### src/rtl/packer.sv
// Byte-to-word packer: gathers COUNT input bytes (or fewer when ilast ends a packet)
// into one output word with a per-lane keep mask, using a valid/ready handshake on both sides.
module packer #(
    parameter int COUNT = 2
) (
    input  logic                 clock,
    input  logic                 resetn,
    input  logic [7:0]           idata,
    input  logic                 ivalid,
    input  logic                 ilast,
    output logic                 iready,
    output logic [8*COUNT-1:0]   odata,
    output logic [COUNT-1:0]     okeep,
    output logic                 olast,
    output logic                 ovalid,
    input  logic                 oready
);
    localparam int IW = (COUNT > 2) ? $clog2(COUNT) : 1;
    localparam logic [IW-1:0] LAST_LANE = IW'(COUNT - 1);

    logic [IW-1:0]            r_idx;
    logic [8*(COUNT-1)-1:0]   r_acc;
    logic [8*COUNT-1:0]       r_odata;
    logic [COUNT-1:0]         r_okeep;
    logic                     r_olast;
    logic                     r_ovalid;

    logic                     w_accept;
    logic                     w_complete;
    logic [8*COUNT-1:0]       w_word;
    logic [COUNT-1:0]         w_keep;
    logic [8*(COUNT-1)-1:0]   w_acc_next;

    // The output register is free when empty or being drained this cycle.
    assign iready     = !r_ovalid || oready;
    assign w_accept   = ivalid && iready;
    assign w_complete = w_accept && (ilast || (r_idx == LAST_LANE));

    always_comb begin
        w_word = '0;
        w_keep = '0;
        for (int k = 0; k < COUNT - 1; k++) begin
            if (int'(r_idx) > k) begin
                w_word[8*k +: 8] = r_acc[8*k +: 8];
            end
        end
        for (int k = 0; k < COUNT; k++) begin
            if (int'(r_idx) == k) begin
                w_word[8*k +: 8] = idata;
            end
            w_keep[k] = (int'(r_idx) >= k);
        end
    end

    always_comb begin
        w_acc_next = r_acc;
        if (w_complete) begin
            w_acc_next = '0;
        end else if (w_accept) begin
            for (int k = 0; k < COUNT - 1; k++) begin
                if (int'(r_idx) == k) begin
                    w_acc_next[8*k +: 8] = idata;
                end
            end
        end
    end

    always_ff @(posedge clock or negedge resetn) begin
        if (!resetn) begin
            r_idx    <= '0;
            r_acc    <= '0;
            r_odata  <= '0;
            r_okeep  <= '0;
            r_olast  <= 1'b0;
            r_ovalid <= 1'b0;
        end else begin
            r_acc <= w_acc_next;
            if (w_complete) begin
                r_idx <= '0;
            end else if (w_accept) begin
                r_idx <= r_idx + 1'b1;
            end
            // A completing byte reloads the word even while the old one drains: no bubble.
            if (w_complete) begin
                r_odata  <= w_word;
                r_okeep  <= w_keep;
                r_olast  <= ilast;
                r_ovalid <= 1'b1;
            end else if (r_ovalid && oready) begin
                r_ovalid <= 1'b0;
            end
        end
    end

    assign odata  = r_odata;
    assign okeep  = r_okeep;
    assign olast  = r_olast;
    assign ovalid = r_ovalid;
endmodule
### config.mk
export PLATFORM = sky130hd
export DESIGN_NAME = packer
export DESIGN_NICKNAME = d
export VERILOG_FILES = /design/src/rtl/packer.sv
export SDC_FILE = /design/constraint.sdc
export NUM_CORES = 1
export LEC_CHECK = 0
export CELL_PAD_IN_SITES_DETAIL_PLACEMENT = 1
export CELL_PAD_IN_SITES_GLOBAL_PLACEMENT = 2
export CORE_UTILIZATION = 33
export DETAILED_ROUTE_END_ITERATION = 8
export PLACE_DENSITY_LB_ADDON = 0.1
export SYNTH_ARGS = -nofsm -noshare
export SYNTH_HDL_FRONTEND = slang
export SYNTH_SLANG_ARGS = --single-unit
### constraint.sdc
create_clock -name clock -period 3.2 [get_ports clock]
set_input_delay 0.64 -clock clock [delete_from_list [all_inputs] [get_ports clock]]
set_output_delay 0.64 -clock clock [all_outputs]
set_load 0.05 [all_outputs]
== After elaboration in Yosys (flattened, before gate mapping) ==
Cells that the tools add are included.

* Flip-flop bits (word level): 29
* Bits of input ports: 13
* Output and inout bits: 21
* Logic and storage cells: 29

* Add/sub/neg operators: 1
* Magnitude comparators: 2
* Eq/ne operators: 1
* Mux-type cells: 10
* Reductions and logical operators: 9

{| class="wikitable"
|+ Operators by type and width
! cell !! count
|-
| $mux W8 || 6
|-
| $mux W1 || 4
|-
| $reduce_bool A2 Y1 || 2
|-
| $logic_and A1 B1 Y1 || 3
|-
| $logic_or A1 B1 Y1 || 2
|-
| $ne A2 B1 Y1 const B || 1
|-
| $reduce_and A2 Y1 || 1
|-
| $add A1 B1 Y1 const B || 1
|-
| $ge A1 B1 Y1 const B || 1
|-
| $gt A1 B1 Y1 const B || 1
|-
| $logic_not A1 Y1 || 1
|}

== Longest topological paths before layout ==
* Depth after elaboration: 6
* Gate-level depth with buffers: 5
* Mapped depth without buffers: 3

== Worst setup path before layout ==
Ideal clock, no wire load.

* Path kind: in2out
* From: input oready
* To: output iready
* Arrival time: 1.474 ns
* Required time: 2.560 ns
* Setup slack: 1.086 ns
* Stages: 2
* Path buffers: 1
* Cells stage by stage: nand2b_1 > clkbuf_1

* Longest elaborated chain between the ends: 1

{| class="wikitable"
|+ RTL lines
! what !! line !! source
|-
| start, declared || 16 || <nowiki>input logic oready</nowiki>
|-
| $logic_or A1 B1 Y1 || 35 || <nowiki>assign iready = !r_ovalid || oready;</nowiki>
|-
| end, declared || 11 || <nowiki>output logic iready,</nowiki>
|}

Every way passes these cells.

== Worst setup path in the final report ==
Same ends and word-level chain as after synthesis.

==> out/metrics.csv <==
metric,value,unit
status,"finished, final reports clean",
critical path type,in2out,
largest net degree at the start of global routing,30,
CTS root buffer,clkbuf_8,
worst-path maximum fanout,9,
die extent in x,63.1,microns
Buffers on Ports,33,
final setup fails,0,
Initial DRC Count,25,
number of H-tree levels,2,
die area,3990,sq um
Routed WL per cell,15.3,microns
GP Congestion,0.675,
Clock Path Buffers,2,
unrepaired setup endpoints after global routing,false,
residual DRC count,0,
post-CTS setup buffers,0,
Worst Hold Class,reg2reg,
DRT Pass-1 Iters,2,
grt total ovfl,0,
MaxCap Viol Count,0,
"commonest cells after routing, fill and taps aside","clkdlybuf4s50_1, dfrtp_1, mux2_1",
gr usage total,0.160,
cells after synthesis,96,
DP HPWL,1760,microns
CP arrival,1.72,ns
post-route ant nets,0,
synth top area cells,"dfrtp_1, mux2_1, a22o_1",
"Hold-fix buffers, CTS",0,
top cell type's share of synthesized area,0.588,
"Hold Vio Cnt, Final",0,
fin crit share,0.737,
max frequency,424,MHz
final setup TNS,0,ns
Layout Utilization,0.490,
overall power,1370,uW
Starting Density,0.356,
share of the yosys chip area belonging to registers,0.588,
Final min period,2.36,ns
first-pass GRT wire length,4800,microns
leakage,0.000751,uW
Num CTS Buffers,5,
CP required,2.56,ns
Synth cell types,19,
hold slack,0.472,ns
clk_skew,0.00223,ns
initial antenna violation count,0,
Placed Instance Area,1600,sq um
Mean Syn Cell Area,12.9,sq um
Slew @ Worst Pin,0.515,ns
Die Y,63.1,microns
count of nets after finishing,144,
CP Capture Type,output pin,
Yosys reg bits,29,
Power Density,807,nW/um^2
Relative slew margins,0.656,
CTS tree,yes,
P&R area growth vs syn,37.7,%
Post-CTS Resized,0,
clock sinks,29,
clock insertion delay at the later pin of the skew report,0.28,ns
Vias/cell,5.01,
vias post-DR,892,
Clock Pin Slew Worst Setup and Hold Paths,0.06,ns
"most common cell after layout, fill and taps aside",clkdlybuf4s50_1,
leading area contributor after synthesis,dfrtp_1,
mapped cell area,1230,sq um
vias in the first global route,989,
Max VDD drop,0.000329,V
Startpoint Class,input port,
layout cells sized above 1,0.0985,
ant diodes,0,
drt total wl,2730,microns
IO Count,34,
final slew viol count,0,
Mapped Nets,109,
Core Area,3470,sq um
synthesis warning total,0,
post-route cell area,1700,sq um
# rows,21,
metal layers:
| layer | vias to the layer above | track usage | wire length (microns) |
|---|---|---|---|
| li1 | 409 | - | - |
| met5 | - | 0 | 0 |
| met3 | 8 | 0.0417 | 104 |
| met2 | 26 | 0.250 | 1260 |
| met1 | 449 | 0.200 | 1300 |
| met4 | 0 | 0.0872 | 65 |
state kept, by name, indices dropped and copies added, names as in the netlist:
signal and cells:
odata 16, okeep 2, olast 1, ovalid 1
r_acc 8, r_idx 1
synthesized netlist by cell type, drive strengths merged:
| cell type | instances |
|---|---|
| nand2b | 2 |
| nand4 | 8 |
| o21ai | 9 |
| mux2 | 16 |
| o21a | 1 |
| clkbuf | 1 |
| a21o | 1 |
| nand2 | 1 |
| inv | 9 |
| nand3b | 1 |
| a22o | 8 |
| buf | 6 |
| and3 | 1 |
| dfrtp | 29 |
| and2 | 1 |
| nor2 | 1 |
| nand3 | 1 |
where the power goes:
group,switching (uW),internal [uW],total [uW]
Combinational,345,199,544
Sequential,51.8,448,499
Clock,134,194,328
layout make-up:
class	count	area [sq um]
Multi-Input combinational cell	51	425
Inverter	9	33.8
Clock buffer	7	96.3
Clock inverter	1	5.00
Fill cell	387	1770
Sequential cell	29	726
Tap cell	46	57.6
Timing Repair Buffer	35	355
critical path, stage by stage:
cell             delay (ns)
clkdlybuf4s50_1        0.45
nand2b_1               0.42
buf_12                 0.20
stage by stage:
step,worst slack (ns),instances
after floorplan,1.09,96
final,0.843,178
after global placement,0.864,170
after CTS,0.842,178
after global routing,0.785,178
after detailed placement,0.839,170
cell families (layout without fill, tap and decap cells):
group                  count (synthesis)  count (layout)  synth area share
and+or+nand+nor                       16              16            0.0933
AOI/OAI and AO/OA                     19              19             0.105
buffers and inverters                 16              52            0.0669
muxes                                 16              16             0.146
DFF                                   29              29             0.588
worst paths after layout:
path	from	cells past startpoint	slack [ns]	to
worst max register to register	r_idx$_DFFE_PN0P_	3	1.51	odata[5]$_DFFE_PN0P_
min in group asynchronous	resetn	2	0.76	odata[9]$_DFFE_PN0P_
worst min register to register	okeep[0]$_DFFE_PN0P_	1	0.47	okeep[0]$_DFFE_PN0P_
worst max-delay path	oready	3	0.84	iready
max in group asynchronous	resetn	2	2.17	r_acc[3]$_DFFE_PN0P_
worst min-delay path	okeep[0]$_DFFE_PN0P_	1	0.47	okeep[0]$_DFFE_PN0P_
Note: power is estimated with default switching activity, not from simulation.
